`src/rtl/ipc_notify_pkg.sv`:
```
// Shared constants and helpers for the Nios-to-master notification transmitter.
package ipc_notify_pkg;

  localparam logic [1:0] ADDR_DATA = 2'd0;
  localparam logic [1:0] ADDR_CTRL = 2'd1;
  localparam logic [1:0] ADDR_DROP = 2'd2;

  localparam int CTRL_EN_BIT    = 0;
  localparam int CTRL_FLUSH_BIT = 1;

  function automatic int clog2(input int value);
    int r;
    r = 0;
    while ((1 << r) < value) r = r + 1;
    return r;
  endfunction

endpackage

```
`src/rtl/ipc_sync_fifo.sv`:
```
// Synchronous FIFO with registered head; flush beats push/pop, push into a full FIFO
// is accepted only when a pop frees the slot in the same cycle, otherwise reported as a drop.
module ipc_sync_fifo
  import ipc_notify_pkg::*;
#(
  parameter int DATA_W = 16,
  parameter int DEPTH  = 8
) (
  input  logic                       clk_i,
  input  logic                       reset_i,
  input  logic                       push_i,
  input  logic [DATA_W-1:0]          push_dat_i,
  input  logic                       pop_i,
  input  logic                       flush_i,
  output logic [DATA_W-1:0]          head_dat_o,
  output logic                       head_vld_o,
  output logic                       full_o,
  output logic                       empty_o,
  output logic [clog2(DEPTH):0]      count_o,
  output logic [clog2(DEPTH):0]      count_nxt_o,
  output logic                       drop_o
);

  localparam int AW = clog2(DEPTH);
  localparam int CW = AW + 1;

  logic [DATA_W-1:0] mem_q [DEPTH];
  logic [AW-1:0]     wr_ptr_q, wr_ptr_d;
  logic [AW-1:0]     rd_ptr_q, rd_ptr_d;
  logic [CW-1:0]     count_q, count_d;
  logic              pop_ok, push_ok;

  assign full_o  = (count_q == CW'(DEPTH));
  assign empty_o = (count_q == '0);

  always_comb begin
    pop_ok   = pop_i & ~empty_o & ~flush_i;
    push_ok  = push_i & ~flush_i & (~full_o | pop_ok);
    wr_ptr_d = wr_ptr_q;
    rd_ptr_d = rd_ptr_q;
    count_d  = count_q;
    if (flush_i) begin
      wr_ptr_d = '0;
      rd_ptr_d = '0;
      count_d  = '0;
    end else begin
      if (push_ok) wr_ptr_d = wr_ptr_q + AW'(1);
      if (pop_ok)  rd_ptr_d = rd_ptr_q + AW'(1);
      case ({push_ok, pop_ok})
        2'b10:   count_d = count_q + CW'(1);
        2'b01:   count_d = count_q - CW'(1);
        default: count_d = count_q;
      endcase
    end
  end

  always_ff @(posedge clk_i) begin
    if (reset_i) begin
      wr_ptr_q <= '0;
      rd_ptr_q <= '0;
      count_q  <= '0;
      for (int i = 0; i < DEPTH; i++) mem_q[i] <= '0;
    end else begin
      wr_ptr_q <= wr_ptr_d;
      rd_ptr_q <= rd_ptr_d;
      count_q  <= count_d;
      if (push_ok) mem_q[wr_ptr_q] <= push_dat_i;
    end
  end

  // Head reads 0 while empty so the master never sees stale words.
  assign head_dat_o  = empty_o ? '0 : mem_q[rd_ptr_q];
  assign head_vld_o  = ~empty_o;
  assign count_o     = count_q;
  assign count_nxt_o = count_d;
  assign drop_o      = push_i & ~flush_i & full_o & ~pop_ok;

endmodule

```
`src/rtl/ipc_notify_tx.sv`:
```
// Nios-side notification transmitter: Avalon-MM register file, message FIFO,
// drop counter and level/pulse notify line toward the master.
module ipc_notify_tx
  import ipc_notify_pkg::*;
#(
  parameter int DATA_W       = 16,
  parameter int DEPTH        = 8,
  parameter int PULSE_CYCLES = 0
) (
  input  logic              clk,
  input  logic              reset,
  input  logic [1:0]        avs_address,
  input  logic              avs_write,
  input  logic [31:0]       avs_writedata,
  input  logic              avs_read,
  output logic [31:0]       avs_readdata,
  input  logic              m_pop,
  output logic [DATA_W-1:0] m_data,
  output logic              m_valid,
  output logic              notify
);

  localparam int CW = clog2(DEPTH) + 1;
  localparam int PW = clog2(PULSE_CYCLES + 2);

  logic          wr_data, wr_ctrl, wr_drop;
  logic          flush, full, empty, drop;
  logic [CW-1:0] count, count_nxt;
  logic          enable_q, enable_d;
  logic [7:0]    drop_cnt_q, drop_cnt_d;
  logic [31:0]   readdata_q, readdata_d;
  logic          level_q, level_d;
  logic [PW-1:0] pulse_q, pulse_d;
  logic          trig, clr;
  logic          unused_wdata;

  assign wr_data = avs_write & (avs_address == ADDR_DATA);
  assign wr_ctrl = avs_write & (avs_address == ADDR_CTRL);
  assign wr_drop = avs_write & (avs_address == ADDR_DROP);
  assign flush   = wr_ctrl & avs_writedata[CTRL_FLUSH_BIT];
  assign unused_wdata = ^avs_writedata;

  ipc_sync_fifo #(.DATA_W(DATA_W), .DEPTH(DEPTH)) u_fifo (
    .clk_i       (clk),
    .reset_i     (reset),
    .push_i      (wr_data),
    .push_dat_i  (avs_writedata[DATA_W-1:0]),
    .pop_i       (m_pop),
    .flush_i     (flush),
    .head_dat_o  (m_data),
    .head_vld_o  (m_valid),
    .full_o      (full),
    .empty_o     (empty),
    .count_o     (count),
    .count_nxt_o (count_nxt),
    .drop_o      (drop)
  );

  always_comb begin
    enable_d = wr_ctrl ? avs_writedata[CTRL_EN_BIT] : enable_q;

    drop_cnt_d = drop_cnt_q;
    if (wr_drop)                           drop_cnt_d = '0;
    else if (drop && drop_cnt_q != 8'hFF)  drop_cnt_d = drop_cnt_q + 8'd1;

    readdata_d = readdata_q;
    if (avs_read) begin
      case (avs_address)
        ADDR_DATA: readdata_d = {16'b0, 8'(count), 6'b0, full, empty};
        ADDR_CTRL: readdata_d = {31'b0, enable_q};
        ADDR_DROP: readdata_d = {24'b0, drop_cnt_q};
        default:   readdata_d = '0;
      endcase
    end

    level_d = enable_d & (count_nxt != '0);

    // A push can only reach an empty FIFO when it cannot be full, so it is always accepted.
    trig = (wr_data & empty & enable_q)
         | (wr_ctrl & avs_writedata[CTRL_EN_BIT] & ~enable_q & ~empty);
    clr  = wr_ctrl & (~avs_writedata[CTRL_EN_BIT] | avs_writedata[CTRL_FLUSH_BIT]);

    pulse_d = pulse_q;
    if (clr)                  pulse_d = '0;
    else if (trig)            pulse_d = PW'(PULSE_CYCLES);
    else if (pulse_q != '0)   pulse_d = pulse_q - PW'(1);
  end

  always_ff @(posedge clk) begin
    if (reset) begin
      enable_q   <= 1'b0;
      drop_cnt_q <= '0;
      readdata_q <= '0;
      level_q    <= 1'b0;
      pulse_q    <= '0;
    end else begin
      enable_q   <= enable_d;
      drop_cnt_q <= drop_cnt_d;
      readdata_q <= readdata_d;
      level_q    <= level_d;
      pulse_q    <= pulse_d;
    end
  end

  assign avs_readdata = readdata_q;
  assign notify       = (PULSE_CYCLES == 0) ? level_q : (pulse_q != '0);

endmodule

```
`config.mk`:
```
export PLATFORM = sky130hd
export DESIGN_NAME = ipc_notify_tx
export DESIGN_NICKNAME = d
export VERILOG_FILES = /design/src/rtl/ipc_notify_pkg.sv /design/src/rtl/ipc_sync_fifo.sv /design/src/rtl/ipc_notify_tx.sv
export SDC_FILE = /design/constraint.sdc
export NUM_CORES = 1
export LEC_CHECK = 0
export ABC_AREA = 1
export BUFFER_PORTS_ARGS = -buffer_cell sky130_fd_sc_hd__buf_2
export CAP_MARGIN = 40
export CORE_ASPECT_RATIO = 0.6
export CORE_UTILIZATION = 35
export DETAILED_ROUTE_END_ITERATION = 7
export GPL_TIMING_DRIVEN = 1
export PLACE_DENSITY = 0.61
export SYNTH_ARGS = -nofsm -noshare
export SYNTH_HDL_FRONTEND = slang
export SYNTH_HIERARCHICAL = 1
export SYNTH_SLANG_ARGS = --single-unit
```
`constraint.sdc`:
```
create_clock -name clk -period 2.7 [get_ports clk]
set_input_delay 0.135 -clock clk [delete_from_list [all_inputs] [get_ports clk]]
set_output_delay 0.135 -clock clk [all_outputs]
set_load 0.01 [all_outputs]
```
# ---- Word-level counts from Yosys, hierarchy flattened
# Memory sizes are Yosys's and may differ from the RTL's. A register that Yosys moved wholly into a read port is not among the register bits.
# Index checks and enable logic that the tools add are counted.
dict set report word_totals {
  register_bits 52
  ram_bits 128
  in_bits 39
  out_inout_bits 50
  wordCells 57
  memories 1
}
dict set report op_classes {
  add_sub_neg 5
  n_eq_ne 6
  mux 15
  bitwise 16
  n_reduce_logical 7
}
# memory words word_bits rd rd_ports_with_merged_regs write_ports line
set memory_table {}
lappend memory_table {u_fifo.mem_q 8 16 1 1 8 ipc_sync_fifo.sv:27} ;# logic [DATA_W-1:0] mem_q [DEPTH];
# cell count
set ops {}
lappend ops {{$pmux 12 s3} 1}
lappend ops {{$mux 16} 2}
lappend ops {{$reduce_or 16->1} 1}
lappend ops {{$and 1x1->1} 11}
lappend ops {{$mux 3} 3}
lappend ops {{$add 8x1->8 const B} 1}
lappend ops {{$ne 8x8->1 const B} 1}
lappend ops {{$pmux 4 s2} 1}
lappend ops {{$mux 1} 7}
lappend ops {{$add 3x1->3 const B} 2}
lappend ops {{$add 4x1->4 const B} 1}
lappend ops {{$eq 2x1->1 const B} 2}
lappend ops {{$eq 2x2->1 const B} 2}
lappend ops {{$eq 4x4->1 const B} 1}
lappend ops {{$logic_not 4->1} 1}
lappend ops {{$mux 4} 1}
lappend ops {{$not 1->1} 4}
lappend ops {{$reduce_bool 4->1} 1}
lappend ops {{$reduce_or 2->1} 2}
lappend ops {{$sub 4x1->4 const B} 1}
lappend ops {{$logic_not 2->1} 1}
lappend ops {{$logic_and 1x1->1} 1}
lappend ops {{$or 1x1->1} 1}

# ---- Depth between registers and ports, before layout
dict set report depth {
  word_depth 12
  depth_mapped 19
  depth_no_buf 19
}

# ---- Cells and area by module
# The synthesis kept the hierarchy.
# module n_inst cells_per_inst area_each_um2 seq_area_each_um2
set modules_own_cells {}
lappend modules_own_cells {ipc_sync_fifo 1 666 6475.0 4103.9}
lappend modules_own_cells {ipc_notify_tx 1 168 1188.6 440.4}

# ---- Least setup slack after synthesis
# Ideal clock, no wire load.
dict set report synth_path {
  kind {input-to-reg}
  startpoint {in avs_address[1]}
  endpoint {reg level_q, in the netlist notify}
  setup_ps 123
  t_arrival_ps 2203
  t_required_ps 2577
  setup_slack_ps 374
  stages 16
  n_path_buf 0
  path_cell_list {inv_2 -> nand3_1 -> nor2_1 -> inv_1 -> nand3_4 -> nand2_2 -> nand2_4 -> ha_1 -> nand2_1 -> inv_1 -> nor2_1 -> ha_1 -> nor2_1 -> nor3_1 -> nor4_1 -> nor3_1}
}
dict set report synth_between {
  elab_chain_len 12
  word_cells_on_any_way 17
  classes_between {eq/ne (3); mux (3); bitwise (9); reduce/logical (2)}
}
# element line
set synth_lines {}
lappend synth_lines {{start, declared} ipc_notify_tx.sv:12} ;# input logic [1:0] avs_address,
lappend synth_lines {{$eq 2x1->1 *} ipc_notify_tx.sv:38} ;# assign wr_ctrl = avs_write & (avs_address == ADDR_CTRL);
lappend synth_lines {{$and 1x1->1 *} ipc_notify_tx.sv:38}
lappend synth_lines {{$and 1x1->1 *} ipc_notify_tx.sv:40} ;# assign flush = wr_ctrl & avs_writedata[CTRL_FLUSH_BIT];
lappend synth_lines {{net flush} ipc_notify_tx.sv:27} ;# logic flush, full, empty, drop;
lappend synth_lines {{$not 1->1} {ipc_sync_fifo.sv:37, ipc_sync_fifo.sv:38}}
lappend synth_lines {{$and 1x1->1} ipc_sync_fifo.sv:37} ;# pop_ok = pop_i & ~empty_o & ~flush_i;
lappend synth_lines {{$or 1x1->1} ipc_sync_fifo.sv:38} ;# push_ok = push_i & ~flush_i & (~full_o | pop_ok);
lappend synth_lines {{$and 1x1->1} ipc_sync_fifo.sv:38}
lappend synth_lines {{$eq 2x1->1 / $eq 2x2->1 (equally long branches)} ipc_sync_fifo.sv:49} ;# case ({push_ok, pop_ok})
lappend synth_lines {{$pmux 4 s2} ipc_sync_fifo.sv:49}
lappend synth_lines {{$mux 4 *} ipc_sync_fifo.sv:42} ;# if (flush_i) begin
lappend synth_lines {{net count_nxt[1]} ipc_notify_tx.sv:28} ;# logic [CW-1:0] count, count_nxt;
lappend synth_lines {{$reduce_bool 4->1 *} ipc_notify_tx.sv:76} ;# level_d = enable_d & (count_nxt != '0);
lappend synth_lines {{$and 1x1->1 *} ipc_notify_tx.sv:76}
lappend synth_lines {{end signal, assigned} ipc_notify_tx.sv:100} ;# level_q <= level_d;
lappend synth_lines {{end, declared} ipc_notify_tx.sv:32} ;# logic level_q, level_d;
# The timed path passes the listed nets; every way through them passes the cells marked *.
# A chain may end at the register's enable or synchronous reset.

# ---- Final worst setup path
dict set report layout_path {
  startpoint {reg u_fifo.count_q[1], in the netlist u_fifo/count_o[1]}
  endpoint {reg level_q, in the netlist notify}
}
dict set report layout_between {
  word_cells_on_any_way 16
  classes_between {add/sub (2); eq/ne (3); mux (2); bitwise (7); reduce/logical (2)}
}
# element line
set layout_rtl {}
lappend layout_rtl {{start, declared} ipc_sync_fifo.sv:30} ;# logic [CW-1:0] count_q, count_d;
lappend layout_rtl {{start signal, assigned} ipc_sync_fifo.sv:66} ;# count_q <= count_d;
lappend layout_rtl {{$eq 4x4->1 *} ipc_sync_fifo.sv:33} ;# assign full_o = (count_q == CW'(DEPTH));
lappend layout_rtl {{net full} ipc_notify_tx.sv:27}
lappend layout_rtl {{$not 1->1 *} ipc_sync_fifo.sv:38}
lappend layout_rtl {{$or 1x1->1 *} ipc_sync_fifo.sv:38}
lappend layout_rtl {{$and 1x1->1 *} ipc_sync_fifo.sv:38}
lappend layout_rtl {{$eq 2x1->1 / $eq 2x2->1 (equally long branches)} ipc_sync_fifo.sv:49}
lappend layout_rtl {{$pmux 4 s2 *} ipc_sync_fifo.sv:49}
lappend layout_rtl {{$mux 4 *} ipc_sync_fifo.sv:42}
lappend layout_rtl {{net count_nxt[2]} ipc_notify_tx.sv:28}
lappend layout_rtl {{$reduce_bool 4->1 *} ipc_notify_tx.sv:76}
lappend layout_rtl {{$and 1x1->1 *} ipc_notify_tx.sv:76}
# Marked as above.

==> flow_summary_export.csv <==
group,metric,value,unit
run_status,status,"finished, violations left",
run_status,violations,"design-rule violations",
critical_path,crit_buf_inv,1,
floorplanning,die_h,117,microns
synthesis,synth_cell_types,32,
timing,worst_slew_margin_rel,0.533,
grt,met3_usage,0.0439,
clock_tree,htreeDepth,4,
timing,tightest_slew,0.700,ns
floorplanning,ios,89,
critical_path,path_cells,"nor2_4 -> nand2_1 -> nor2_2 -> nand2_2 -> nand2_4 -> ha_2 -> nor2_1 -> nor2_1 -> ha_1 -> a21oi_1 -> a21oi_1 -> o21ai_0 -> nand3_1 -> inv_1 -> nor4_2 -> nor3_1",
routing,wl_per_cell,16.5,microns
critical_path,crit_path_end_kind,"flip-flop",
synthesis,ys_seq_elements,163,
timing,clock_skew,0.0112,ns
synthesis,synth_top_family_by_area,"simple AND/OR/NAND/NOR gates",
floorplanning,die_width,193,microns
synthesis,synthMuxAreaShare,0,
pwr,irDropWorstVdd,0.495,mV
finish,final_nets,945,
routing,drtIter0Drc,477,
synthesis,yosys_warnings,6,
critical_path,startpoint_type,"flip-flop",
critical_path,path_class,"flip-flop to flip-flop",
grt,use_met1,0.280,
synthesis,synth_fa_ha_area_frac,0.00980,
routing,dr.pass1.iters,7,
critical_path,critical_path_required,3.01,ns
floorplanning,row_count,41,
timing,finalSetupViolations,0,
synthesis,syn_area_per_cell,9.19,sq um
synthesis,synthCells,834,
timing,finalSetupTns,0,ns
flow_run,maxCapViolCount,0,
routing,ant_nets,0,
routing,via_count,5848,
hold_path,hold_path_class,"input port to flip-flop",
pwr,power_leakage,0.00377,uW
timing,max_freq,0.406,GHz
critical_path,r2r_start,"u_fifo/count_o[1]",
clock_tree,tritoncts,"built",
grt,top_usage_layer,"met1",
place,place_area,8260,sq um
grt,track_usage,0.184,
clock_tree,clkLatencyLatePin,0.43,ns
finish,diodes,0,
routing,via_per_inst,4.91,
hold_path,hold_path.startpoint,"reset",
clock_tree,cts_buffer_depth,2,
timing,final.min_clock_period,2.46,ns
critical_path,crit_fanout,6,
timing,rsz0062_at_grt,"no",
floorplanning,die_area,22500,sq um
floorplanning,start_util,0.361,
routing,drc,7,
clock_tree,tritoncts.num_buffers,17,
floorplanning,core_area,21200,sq um
synthesis,synth_compound_area_frac,0.104,
grt,grt_max_degree,65,
clock_tree,postCtsSetupRepairBufs,0,
clock_tree,clk_root_buffer_cell,"clkbuf_16",
grt,antenna_found_initial,0,
timing,setup_ws,0.239,ns
critical_path,slowest_delay,0.39,ns
finish,drive_above_1_share,0.157,
grt,use_met2,0.263,
pwr,powerDensity,864,nW/um^2
synthesis,synth_area,7660,sq um
synthesis,synth-simple-area-share,0.215,
place,port_buffers,52,
critical_path,cp_slowest_cell,"dfxtp_1",
routing,wirelength,19700,microns
synthesis,synth_xor_area_frac,0.00457,
critical_path,worstSetupStartpoint,"u_fifo/count_o[1]",
clock_tree,clock_sinks,163,
critical_path,cp_top_family,"simple AND/OR/NAND/NOR gates",
place,dpl_worst_slack,0.0955,ns
place,hpwl,12300,microns
finish,area_growth,16.2,%
clock_tree,clkTransAtPathRegs,0.07,ns
place,gp_congestion,0.777,
grt,grt_pass1_wl,30600,microns
synthesis,yosysSeqAreaShare,0.593,
timing,slew_violations,0,
grt,first_global_vias,5335,
timing,hold_viol_final,0,
finish,fin_area,8910,sq um
grt,grt.overflow.total,0,
timing,finalCritPeriodShare,0.911,
critical_path,cp.arrival,2.77,ns
[report_power, final]
group / switching (uW) / internal (uW)
registers: 90.7 / 2840
clock network: 1010 / 1580
logic: 1470 / 715
total: 2570 / 5130
[what timing repair did]
item | in CTS | in global routing
hold buffers | 1 | 0
setup endpoints to repair | 0 | 1
endpoints found under the hold margin | 1 | 0
gates resized for setup | 0 | 4
[metrics by stage]
| stage | utilization | hold slack, ns | std cells | power (uW) |
|---|---|---|---|---|
| 2_1_floorplan | - | 0.282 | 853 | 4350 |
| 3_3_place_gp | 0.389 | 0.427 | 1159 | 5100 |
| 3_5_place_dp | 0.389 | 0.433 | 1159 | 5120 |
| 4_1_cts | 0.419 | 0.00166 | 1192 | 7710 |
| 5_1_grt | 0.419 | 0.00919 | 1192 | 8150 |
| 6_report | 0.419 | 0.0233 | 1192 | 7700 |
[registers in the layout, summed over array words and instances (netlist names), named ones only]
name / flops
u_fifo/count_o: 4
drop_cnt_q: 8
notify: 1
enable_q: 1
u_fifo/rd_ptr_q: 3
u_fifo/mem_q: 128
u_fifo/wr_ptr_q: 3
avs_readdata: 12
[layer usage]
layer  part of all wire  wire length, microns
met1               0.51                 10100
met2               0.42                  8290
met3              0.060                  1180
met4             0.0057                   112
met5                  0                     0
[placed cells by master, fill, tap and decap left out, types with 7 or more instances in the layout]
cell	n
a21oi_1	26
buf_2	52
buf_4	29
clkbuf_16	17
conb_1	20
dfxtp_1	33
edfxtp_1	128
inv_1	53
nand2_1	63
nand2_4	7
nand3_1	17
nor2_1	276
nor3_1	8
o21ai_0	121
[synth_stat cells]
cell type / n / area [sq um]
nand3_4: 2 / 35.0
o21ai_4: 1 / 16.3
nand2_1: 63 / 236
conb_1: 1 / 3.75
o211ai_1: 1 / 7.51
inv_2: 4 / 15.0
ha_1: 6 / 75.1
o21ai_0: 121 / 606
buf_2: 3 / 15.0
buf_4: 20 / 150
a21oi_1: 26 / 130
a41oi_1: 1 / 8.76
nand2_4: 7 / 78.8
nand4_1: 2 / 12.5
nor4_1: 2 / 12.5
o21ai_1: 5 / 25.0
buf_1: 1 / 3.75
xor2_1: 4 / 35.0
buf_6: 8 / 90.1
nor2_8: 1 / 20.0
edfxtp_1: 128 / 3840
nand2_2: 5 / 31.3
dfxtp_1: 35 / 701
or2_2: 1 / 6.26
nand3_1: 17 / 85.1
nor2_2: 4 / 25.0
inv_1: 53 / 199
nand3b_1: 2 / 15.0
nor2_4: 1 / 11.3
nor2_1: 277 / 1040
clkbuf_1: 24 / 90.1
nor3_1: 8 / 40.0
[cell type report]
class / instances / area (sq um)
fill: 2161 / 12300
sequential: 163 / 4550
multi-input combinational: 577 / 2640
timing repair buffer: 84 / 528
clock buffer: 20 / 447
tap: 279 / 349
inverter: 57 / 214
clock inverter: 12 / 179
[path summary, 6_finish.rpt]
kind,to,slack [ns],cells past startpoint
setup / recovery,notify,0.24,16
hold / removal,u_fifo/count_o[3],0.02,2
setup reg to reg,notify,0.24,16
hold reg to reg,u_fifo/rd_ptr_q[2],0.46,2
[kinds of logic (layout without fill, tap and decap cells)]
kind of cell | count (synthesis) | after routing
and+or+nand+nor | 392 | 392
xor gates and xnor gates | 4 | 4
adders and majority gates | 6 | 6
AOI/OAI and AO/OA | 155 | 155
other | 1 | 20
buffers and inverters | 113 | 173
DFF | 163 | 163
No activity file was read; power rests on OpenSTA's default activity.
